File: src/rtl/pipeline_controller.sv
// Pipeline hazard controller: turns per-stage stall requests into a cumulative stall vector
// and sequences flush plus PC reload for exceptions and branch redirects.
module pipeline_controller #(
    parameter int STAGES        = 5,
    parameter int ADDR_WIDTH    = 32,
    parameter int FLUSH_CYCLES  = 2,
    parameter int STALL_TIMEOUT = 255
) (
    input  logic                  clk,
    input  logic                  rst,
    input  logic [STAGES-1:0]     stall_req,
    input  logic                  exc_req,
    input  logic [ADDR_WIDTH-1:0] exc_target,
    input  logic                  redirect_req,
    input  logic [ADDR_WIDTH-1:0] redirect_target,
    output logic [STAGES-1:0]     stall_out,
    output logic                  flush_out,
    output logic                  pc_load,
    output logic [ADDR_WIDTH-1:0] pc_target,
    output logic                  busy,
    output logic                  stall_timeout
);

    localparam logic [1:0] ST_IDLE  = 2'd0;
    localparam logic [1:0] ST_FLUSH = 2'd1;
    localparam logic [1:0] ST_LOAD  = 2'd2;

    localparam int CNT_W = 4;
    localparam int WD_W  = 16;
    localparam logic [CNT_W-1:0] FLUSH_INIT = CNT_W'(FLUSH_CYCLES - 1);
    localparam logic [WD_W-1:0]  WD_LIMIT   = WD_W'(STALL_TIMEOUT);

    logic [1:0]            r_state;
    logic [CNT_W-1:0]      r_cnt;
    logic [WD_W-1:0]       r_wd;
    logic [ADDR_WIDTH-1:0] r_target;
    logic [ADDR_WIDTH-1:0] r_pc_target;
    logic                  r_timeout;

    logic [1:0]            w_state_next;
    logic [CNT_W-1:0]      w_cnt_next;
    logic [WD_W-1:0]       w_wd_next;
    logic [ADDR_WIDTH-1:0] w_target_next;
    logic                  w_enter_flush;
    logic                  w_idle;
    logic                  w_any_stall;
    logic [STAGES-1:0]     w_suffix_or;

    assign w_idle      = (r_state == ST_IDLE);
    assign w_any_stall = (stall_req != '0);

    // A stalled stage freezes itself and every younger stage behind it.
    generate
        for (genvar gi = 0; gi < STAGES; gi++) begin : g_stall
            assign w_suffix_or[gi] = |(stall_req >> gi);
        end
    endgenerate

    assign stall_out = w_idle ? w_suffix_or : '0;
    assign flush_out = (r_state == ST_FLUSH);
    assign pc_load   = (r_state == ST_LOAD);
    assign busy      = !w_idle;
    assign pc_target = r_pc_target;
    assign stall_timeout = r_timeout;

    always_comb begin
        w_state_next  = r_state;
        w_cnt_next    = r_cnt;
        w_target_next = r_target;
        w_enter_flush = 1'b0;
        case (r_state)
            ST_IDLE: begin
                if (exc_req) begin
                    w_enter_flush = 1'b1;
                    w_target_next = exc_target;
                end else if (redirect_req) begin
                    w_enter_flush = 1'b1;
                    w_target_next = redirect_target;
                end
            end
            ST_FLUSH: begin
                if (exc_req) begin
                    w_enter_flush = 1'b1;
                    w_target_next = exc_target;
                end else if (r_cnt == '0) begin
                    w_state_next = ST_LOAD;
                end else begin
                    w_cnt_next = r_cnt - CNT_W'(1);
                end
            end
            ST_LOAD: begin
                // Redirects are dropped here; only an exception can restart the sequence.
                if (exc_req) begin
                    w_enter_flush = 1'b1;
                    w_target_next = exc_target;
                end else begin
                    w_state_next = ST_IDLE;
                end
            end
            default: begin
                w_state_next = ST_IDLE;
            end
        endcase
        if (w_enter_flush) begin
            w_state_next = ST_FLUSH;
            w_cnt_next   = FLUSH_INIT;
        end
    end

    always_comb begin
        w_wd_next = r_wd;
        if (w_enter_flush || !w_any_stall) begin
            w_wd_next = '0;
        end else if (w_idle && (r_wd != WD_LIMIT)) begin
            w_wd_next = r_wd + WD_W'(1);
        end
    end

    always_ff @(posedge clk or negedge rst) begin
        if (!rst) begin
            r_state     <= ST_IDLE;
            r_cnt       <= '0;
            r_wd        <= '0;
            r_target    <= '0;
            r_pc_target <= '0;
            r_timeout   <= 1'b0;
        end else begin
            r_state  <= w_state_next;
            r_cnt    <= w_cnt_next;
            r_wd     <= w_wd_next;
            r_target <= w_target_next;
            if ((r_state == ST_FLUSH) && (w_state_next == ST_LOAD)) begin
                r_pc_target <= r_target;
            end
            if (w_wd_next == WD_LIMIT) begin
                r_timeout <= 1'b1;
            end
        end
    end

endmodule

File: config.mk
export PLATFORM = sky130hd
export DESIGN_NAME = pipeline_controller
export DESIGN_NICKNAME = d
export VERILOG_FILES = /design/src/rtl/pipeline_controller.sv
export SDC_FILE = /design/constraint.sdc
export NUM_CORES = 1
export LEC_CHECK = 0
export ABC_AREA = 1
export CELL_PAD_IN_SITES_DETAIL_PLACEMENT = 0
export CELL_PAD_IN_SITES_GLOBAL_PLACEMENT = 1
export CORE_MARGIN = 2
export CORE_UTILIZATION = 36
export CTS_CLUSTER_SIZE = 28
export DETAILED_ROUTE_END_ITERATION = 8
export GPL_ROUTABILITY_DRIVEN = 0
export PLACE_DENSITY_LB_ADDON = 0.08
export SKIP_CTS_REPAIR_TIMING = 1
export SYNTH_ARGS = -nofsm -noshare
export SYNTH_HDL_FRONTEND = slang
export SYNTH_SLANG_ARGS = --single-unit
File: constraint.sdc
create_clock -name clk -period 2.6 [get_ports clk]
set_clock_uncertainty 0.15 [all_clocks]
set_input_delay 0.65 -clock clk [delete_from_list [all_inputs] [get_ports clk]]
set_output_delay 0.65 -clock clk [all_outputs]
set_load 0.01 [all_outputs]
== Yosys cells after proc, flatten, opt, wreduce, memory -nomap -nowiden ==
Cells that the tools add are included.

* $add $sub $neg: 2
* Eq/ne operators: 9
* Muxes and demuxes: 20
* Reduce and logical (&&, ||, !) cells: 17

{| class="wikitable"
|+ Operators by type and width
! kind !! number
|-
| $mux 32 || 3
|-
| $pmux 32 s2 || 1
|-
| $mux 16 || 2
|-
| $add 16x1->16 const B || 1
|-
| $eq 16x8->1 const B || 1
|-
| $mux 4 || 4
|-
| $ne 16x8->1 const B || 1
|-
| $mux 2 || 4
|-
| $pmux 2 s3 || 1
|-
| $reduce_and 3->1 || 2
|-
| $mux 5 || 1
|-
| $reduce_bool 5->1 || 1
|-
| $reduce_or 5->1 || 1
|-
| $eq 2x2->1 const B || 2
|-
| $logic_not 4->1 || 1
|-
| $ne 2x1->1 const B || 2
|-
| $reduce_bool 2->1 || 2
|-
| $reduce_or 2->1 || 2
|-
| $reduce_or 4->1 || 1
|-
| $sub 4x1->4 const B || 1
|-
| $mux 1 || 3
|-
| $ne 3x3->1 const B || 1
|-
| $reduce_or 3->1 || 1
|-
| $eq 2x1->1 const B || 1
|-
| other kinds (6) || 8
|}

* Register bits: 87
* Input port bits: 73
* Output and inout bits: 41

== Longest topological paths before layout ==
Gate-level depths: netlist (run 1).

* Depth in word-level cells: 7
* Mapped depth: 15
* Depth with buffers taken out: 14

== Least setup slack after synthesis (run 1) ==
OpenSTA, ideal clock, no wires.

* Kind: register to register
* Start: register r_state[0]
* End: register r_pc_target[30] (netlist: pc_target[30])
* Data arrival time: 1,856 ps
* Data required time: 2,329 ps
* Setup slack: 474 ps
* Cell stages (with the launch flop): 11
* Buffers on the path: 2
* Cell sequence: dfrtp_1 inv_1 ha_1 buf_4 inv_2 a21oi_2 inv_1 nand4_2 nor3_4 buf_6 o21ai_1

* Word-level cells in the longest chain between the ends: 6
* Elaborated cells between the ends (all ways): 12

{| class="wikitable"
|+ RTL lines
! what !! RTL line !! text
|-
| start, declared || 33 || <nowiki>logic [1:0] r_state;</nowiki>
|-
| start signal, assigned || 128 || <nowiki>r_state <= w_state_next;</nowiki>
|-
| $eq 2x1->1, or another cell as far along || 71, 132 ||
|-
| $reduce_or 2->1 (no source line) or $mux 2 (tied branches) || n/a ||
|-
| $pmux 1 s2 or $pmux 2 s3 (tied branches) || 71 || <nowiki>case (r_state)</nowiki>
|-
| $mux 2 || 104 || <nowiki>if (w_enter_flush) begin</nowiki>
|-
| $eq 2x2->1 || 132 || <nowiki>if ((r_state == ST_FLUSH) && (w_state_next == ST_LOAD)) begin</nowiki>
|-
| $logic_and 1x1->1 (*) || 132 ||
|-
| end signal, assigned || 133 || <nowiki>r_pc_target <= r_target;</nowiki>
|-
| end, declared || 37 || <nowiki>logic [ADDR_WIDTH-1:0] r_pc_target;</nowiki>
|}

Every way passes the cells marked *; elsewhere a longest branch is shown, timed or not.
A chain may end at the register's enable or synchronous reset.

== Worst setup path after layout (run 1) ==
* Start: register r_state[0]
* End: output port busy

* Word-level cells in the longest chain between the ends: 2

{| class="wikitable"
|+ RTL lines
! what !! RTL line !! text
|-
| $logic_not 2->1 || 49 || <nowiki>assign w_idle = (r_state == ST_IDLE);</nowiki>
|-
| $logic_not 1->1 || 62 || <nowiki>assign busy = !w_idle;</nowiki>
|-
| end, declared || 20 || <nowiki>output logic busy,</nowiki>
|}

Every way passes these cells.

==> metrics.log, run 1 <==
INFO  metric yosys_most_used_dff = sky130_fd_sc_hd__dfrtp_1
INFO  metric io-pin-count = ~110
INFO  metric number_of_core_rows = 42
INFO  metric arrival = around 1700 ps
INFO  metric sequential_cell_area = 2180 sq um
INFO  metric slew_headroom = 0.675
INFO  metric global_route.usage.met1 = 0.219
INFO  metric groute.usage.overall = 0.166
INFO  metric synth.mux.area_fraction = 0
INFO  metric timing.critical_path.from_type = flip-flop
INFO  metric drtIter0Drc = roughly 160
INFO  metric critical_path.startpoint = r_state[0]
INFO  metric nFillCells = roughly 1300
INFO  metric insertion_delay = between 300 and 400 ps
INFO  metric drt-total-wl = roughly 11 mm
INFO  metric floorplan.die.height = ~120 um
INFO  metric max_cap_violations = 0
INFO  metric synth-adder-area-share = 0.0183
INFO  metric critical_path_end_type = output port
INFO  metric avgRoutedWirePerCell = roughly 12 um
INFO  metric cpLargestDelayFamily = buffers and inverters
INFO  metric critical_path.cell_chain = inv_2 -> ha_4 -> inv_2 -> clkdlybuf4s50_1
INFO  metric final_max_slew_viol_count = 0
INFO  metric worst_path_max_delay_cell = sky130_fd_sc_hd__clkdlybuf4s50_1
INFO  metric synth.area.top_cells = sky130_fd_sc_hd__dfrtp_1, sky130_fd_sc_hd__nand2_1, sky130_fd_sc_hd__inv_1
INFO  metric clock_sinks = 87
INFO  metric grt_pass1_wl = around 19 mm
INFO  metric tritoncts = yes
INFO  metric timing.critical_path.slowest_cell_delay = ~550 ps
INFO  metric finalHoldWorstSlack = 118 ps
INFO  metric required_arrival_time_at_the_worst_endpoint = 1800 ps
INFO  metric unrepaired_setup_endpoints_after_global_routing = no
INFO  metric fin_cells = about 930
INFO  metric drt-pass1-iter-count = 4
INFO  metric cts-root-to-sink-buffers = 2
INFO  metric yosysSeqAreaShare = 0.455
INFO  metric synth.avg_cell_area = ~7.7 sq um
INFO  metric leakagePower = between 3 and 4 nW
INFO  metric synth_top_family_by_area = simple AND/OR/NAND/NOR gates
INFO  metric worst_path_most_repeated_cell = sky130_fd_sc_hd__inv_2
INFO  metric syn2layout_area_growth = 39.6%
INFO  metric core-area = 13100 sq um
INFO  metric rrSetupSlack = 360 ps
INFO  metric fmaxAchievable = approximately 0.40 GHz
INFO  metric die_area = around 14000 sq um
INFO  metric post_synth_and_or_nand_nor_area_fraction = 0.227
INFO  metric synth_compound_gate_area_share = 0.165
INFO  metric vias = between 4000 and 5000
INFO  metric run_status = complete, no violations
INFO  metric setup_viol = 0
INFO  metric initial_utilization = 0.365
INFO  metric number_of_enable_flip_flop_cells_after_synthesis = 0
INFO  metric worstHoldPathType = in -> async
INFO  metric synth.lib_cells_used.distinct = 32
INFO  metric layout_min_cycle_time = 2500 ps
INFO  metric synth_top_cell_by_area = sky130_fd_sc_hd__dfrtp_1
INFO  metric worst-path-max-fanout = 5
INFO  metric ir_worst_vdd = between 400 and 500 uV
INFO  metric synth_xor_area_frac = 0.00733
INFO  metric tightest_pin_transition = just under 500 ps
INFO  metric final_worst_path_period_share = 0.961
INFO  metric worst_path_buffer_plus_inverter_count = 3
INFO  metric end_of_flow_core_utilization = 0.510
INFO  metric route.detailed.drc = 0
INFO  metric placed_cells_incl_taps = slightly above 900
INFO  metric synthDominantCellAreaShare = 0.455
INFO  metric globalRouteMet2Util = 0.266
INFO  metric antenna_found_initial = 0
INFO  metric hold_violations = 0
INFO  metric setup_tns = 0 ps
INFO  metric final_cell_mix = sky130_fd_sc_hd__nand2_1, sky130_fd_sc_hd__inv_1, sky130_fd_sc_hd__clkdlybuf4s50_1, sky130_fd_sc_hd__dfrtp_1, sky130_fd_sc_hd__o21ai_0
INFO  metric power-per-cell-area = approximately 1000 nW/um^2
INFO  metric timing.setup.critical_path_class = reg -> out
INFO  metric grt_busiest_layer = met2
INFO  metric grt_pass1_vias = a little over 4000
INFO  metric synth.net_count = between 600 and 700
INFO  metric cts_made_buffers = 9
INFO  metric synth.ff_latch_count = 87
INFO  metric post_synthesis_cell_area = around 4800 sq um
INFO  metric clock-root-buffer = sky130_fd_sc_hd__clkbuf_16
INFO  metric buffer_ports.inserted = 113
INFO  metric global_route.usage.met3 = 0.0402
INFO  metric most_common_library_cell_in_the_layout_ignoring_fill_and_taps = sky130_fd_sc_hd__nand2_1
INFO  metric syn-instance-count = slightly above 600
INFO  metric drive_above_1_share = 0.122
INFO  metric cts_max_level = 3
INFO  metric antenna-diode-count = 0
INFO  metric ant_nets = 0
INFO  metric layout.nets = between 800 and 900
INFO  metric maximum_number_of_pins_on_one_net_before_global_route_repair = 65
INFO  metric globalRouteOverflowTotal = 0
INFO  metric synth_async_sr_flop_share = 1.00
INFO  metric area_taken_by_multi_input_logic_gates = 2040 sq um
INFO  metric worst_setup_hold_path_clk_slew = roughly 60 ps
INFO  metric synth-warning-count = 0
INFO  metric die_width = ~120 um
INFO  metric vias_per_cell = roughly 4.4
INFO  metric dp_hpwl = 8.07 mm
INFO  metric timing.rr.start = r_wd[0]
power by group:
part | switching, mW | internal [mW]
sequential | 0.315 | 1.90
combinational | 1.55 | 1.51
clock | 0.507 | 0.913
total | 2.37 | 4.32
area by class of cell:
type / count / share of cell area
flip-flops and latches: 87 / 0.326
multi-input cells: 390 / 0.305
repair buffers: 142 / 0.219
inverters: 119 / 0.0669
clock buffers: 12 / 0.0399
well taps: 176 / 0.0330
clock inverters: 3 / 0.00975
per-layer routing:
layer  vias up  share of wire
met4         0          0.016
met3        10          0.055
met1      1854           0.46
li1       2160              -
met2        96           0.47
met5         -              0
logic make-up (layout without fill, tap and decap cells):
group / after synthesis / after routing
fa+ha+maj: 7 / 7
compound gates: 116 / 116
xor+xnor: 4 / 4
buf+inv: 142 / 276
flops: 87 / 87
simple gates: 263 / 263
through the flow:
step	power, mW	cell area, sq um	setup WS [ps]
finish	6.69	6670	101
global route	7.25	6670	3.03
CTS	6.79	6630	-220
detailed placement	5.32	6300	-215
global placement	5.26	6300	-197
floorplan	4.02	4780	474
state kept, by name, summed over array words and instances, names as in the netlist:
register,count
r_state,2
pc_target,32
stall_timeout,1
r_wd,16
r_cnt,4
r_target,32
cells in the mapped netlist (2+ instances only):
cell / number
sky130_fd_sc_hd__o21ai_0: 41
sky130_fd_sc_hd__inv_2: 4
sky130_fd_sc_hd__a21oi_1: 4
sky130_fd_sc_hd__inv_1: 115
sky130_fd_sc_hd__nand4_1: 7
sky130_fd_sc_hd__nor2_2: 2
sky130_fd_sc_hd__xor2_1: 3
sky130_fd_sc_hd__o21ai_2: 28
sky130_fd_sc_hd__buf_2: 5
sky130_fd_sc_hd__clkbuf_1: 9
sky130_fd_sc_hd__ha_1: 7
sky130_fd_sc_hd__nand3_1: 23
sky130_fd_sc_hd__nand3_2: 2
sky130_fd_sc_hd__nor2_1: 34
sky130_fd_sc_hd__o21a_1: 33
sky130_fd_sc_hd__buf_6: 8
sky130_fd_sc_hd__o21ai_1: 4
sky130_fd_sc_hd__dfrtp_1: 87
sky130_fd_sc_hd__nand2_1: 190
worst paths after layout:
kind / to / cells after the start
hold reg to reg: pc_target[9] / 2
max in group asynchronous: r_target[9] / 2
hold / removal: r_target[11] / 1
min in group clk: pc_target[9] / 2
setup reg to reg: stall_timeout / 13
setup / recovery: busy / 4
(Power assumes the default switching activity.)
==> run 2: changes to the inputs <==
RECOVER_POWER = 50   (was default)
==> run 2 against run 1 <==
Combinational power is 2% lower. Worst setup slack better by 5.1 ps. Sequential share of layout area up 0.17 points. Critical path depth up 2. Clock power is essentially flat. Hold slack better by 170 ps. Total power is 0.81% lower. Maximum frequency rose by 0.21%. Utilization down 0.26 points. Critical path type is now in -> out. Critical endpoint is now stall_out[0].
==> metrics.log, run 2 (synthesis results as in run 1) <==
INFO  metric run_status = complete, no violations
INFO  metric worst-path-max-fanout = 4
INFO  metric slew_headroom = 0.314
INFO  metric critical_path.cell_chain = clkdlybuf4s50_1 -> nor2_1 -> nand4_1 -> nand2_1 -> inv_1 -> dlymetal6s2s_1
INFO  metric layout.nets = a little over 800
INFO  metric insertion_delay = around 340 ps
INFO  metric tritoncts = yes
INFO  metric layout_min_cycle_time = ~2500 ps
INFO  metric final_cell_mix = sky130_fd_sc_hd__nand2_1, sky130_fd_sc_hd__inv_1, sky130_fd_sc_hd__clkdlybuf4s50_1, sky130_fd_sc_hd__dfrtp_1, sky130_fd_sc_hd__o21ai_0
INFO  metric timing.critical_path.slowest_cell_delay = between 400 and 500 ps
INFO  metric dp_hpwl = ~8.1 mm
INFO  metric power.share.clock = 0.214
INFO  metric worst_setup_hold_path_clk_slew = 60 ps
INFO  metric globalRouteOverflowTotal = 0
INFO  metric power.share.switching = 0.356
INFO  metric drtIter0Drc = approximately 140
INFO  metric leakagePower = around 3.2 nW
INFO  metric groute.usage.overall = 0.166
INFO  metric timing.setup.critical_path_class = in -> out
INFO  metric cpLargestDelayFamily = buffers and inverters
INFO  metric switching_power = 2.36 mW
INFO  metric timing.critical_path.from_type = input port
INFO  metric grt_pass1_wl = 19.0 mm
INFO  metric drt-pass1-iter-count = 4
INFO  metric io-pin-count = 114
INFO  metric setup_viol = 0
INFO  metric antenna_found_initial = 0
INFO  metric buffer_ports.inserted = 113
INFO  metric syn2layout_area_growth = 38.9%
INFO  metric most_common_library_cell_in_the_layout_ignoring_fill_and_taps = sky130_fd_sc_hd__nand2_1
INFO  metric ir_worst_vdd = between 400 and 500 uV
INFO  metric maximum_number_of_pins_on_one_net_before_global_route_repair = 65
INFO  metric avgRoutedWirePerCell = ~12 um
INFO  metric cts_made_buffers = 9
INFO  metric worst-r2r-cell-count = 13
INFO  metric clock-root-buffer = sky130_fd_sc_hd__clkbuf_16
INFO  metric initial_utilization = 0.365
INFO  metric vias_per_cell = 4.43
INFO  metric die_area = between 10000 and 15000 sq um
INFO  metric share_seq_of_total_power = 0.333
INFO  metric clock_sinks = slightly below 90
INFO  metric cts-root-to-sink-buffers = 2
INFO  metric arrival = between 1500 and 2000 ps
INFO  metric cts_max_level = 3
INFO  metric tightest_pin_transition = around 1000 ps
INFO  metric die_width = around 120 um
INFO  metric worst_path_max_delay_cell = sky130_fd_sc_hd__clkdlybuf4s50_1
INFO  metric number_of_core_rows = 42
INFO  metric floorplan.die.height = around 120 um
INFO  metric end_of_flow_core_utilization = 0.507
INFO  metric required_arrival_time_at_the_worst_endpoint = 1800 ps
INFO  metric final_max_slew_viol_count = 0
INFO  metric critical_path_end_type = output port
INFO  metric grt_pass1_vias = between 4000 and 5000
INFO  metric timing.rr.start = r_state[0]
INFO  metric pwr-share-comb = 0.453
INFO  metric drive_above_1_share = 0.117
INFO  metric rrSetupSlack = roughly 350 ps
INFO  metric worstHoldPathType = in -> async
INFO  metric max_cap_violations = 0
INFO  metric final_worst_path_period_share = 0.959
INFO  metric ant_nets = 0
INFO  metric fmaxAchievable = 0.401 GHz
INFO  metric fin_area = 6640 sq um
INFO  metric core-area = about 13000 sq um
INFO  metric worst_r2r_endpoint = stall_timeout
INFO  metric cell_internal_pwr = roughly 4.3 mW
INFO  metric worst_path_buffer_plus_inverter_count = 3
INFO  metric vias = around 4100
INFO  metric route.detailed.drc = 0
INFO  metric drt-total-wl = approximately 11 mm
INFO  metric antenna-diode-count = 0
INFO  metric hold_violations = 0
INFO  metric placedInstanceArea = ~6300 sq um
INFO  metric power-per-cell-area = roughly 1000 nW/um^2
run 2: how the worst max path moves through the flow:
stage / start / cells past startpoint / slack [ps] / to
after floorplan: r_state[0] / 10 / 470 / pc_target[30]
after global placement: stall_req[4] / 6 / -200 / stall_out[0]
after detailed placement: stall_req[4] / 6 / -220 / stall_out[0]
after CTS: stall_req[4] / 6 / -220 / stall_out[0]
after global routing: stall_req[4] / 6 / -10 / stall_out[0]
final: stall_req[4] / 6 / 110 / stall_out[0]
run 2: layer usage:
layer | wire length (um) | GRT usage
met3 | 579 | 0.0402
met4 | 181 | 0.0610
met2 | 5090 | 0.266
met5 | 0 | 0
met1 | 5020 | 0.219
run 2: final cells by class:
class / count / area, sq um
fill: 1277 / 6450
sequential: 87 / 2180
multi-input combinational: 390 / 2030
timing repair buffer: 142 / 1440
inverter: 119 / 447
clock buffer: 12 / 267
tap: 176 / 220
clock inverter: 3 / 65.1
run 2: worst register-to-register path, cell delays in order (launching register included):
cell and delay [ps]:
sky130_fd_sc_hd__dfrtp_1 430, sky130_fd_sc_hd__inv_2 90, sky130_fd_sc_hd__ha_4 270, sky130_fd_sc_hd__nand2_1 40
sky130_fd_sc_hd__a21oi_1 260, sky130_fd_sc_hd__nand2_1 140, sky130_fd_sc_hd__nand2_1 120, sky130_fd_sc_hd__inv_2 100
sky130_fd_sc_hd__buf_4 170, sky130_fd_sc_hd__nand2_1 80, sky130_fd_sc_hd__nand2_1 60, sky130_fd_sc_hd__nor2_1 120
sky130_fd_sc_hd__nand3_1 90, sky130_fd_sc_hd__nand2_1 70
run 2: power groups by stage:
stage          registers, mW  logic (mW)  clock network (mW)
2_1_floorplan           2.27        1.75                   0
3_3_place_gp            2.22        3.04                   0
3_5_place_dp            2.24        3.09                   0
4_1_cts                 2.22        3.10                1.47
5_1_grt                 2.28        3.39                1.52
6_report                2.21        3.01                1.42
run 2: metrics by stage:
step | setup TNS (ps) | std cells | setup WS, ps | power, mW | hold WS [ps]
finish | 0 | 929 | 106 | 6.63 | 283
CTS | -851 | 928 | -220 | 6.79 | 129
detailed placement | -1410 | 913 | -215 | 5.32 | 322
global route | -12.5 | 929 | -12.5 | 7.19 | 349
global placement | -868 | 913 | -197 | 5.26 | 315
floorplan | 0 | 619 | 474 | 4.02 | 204
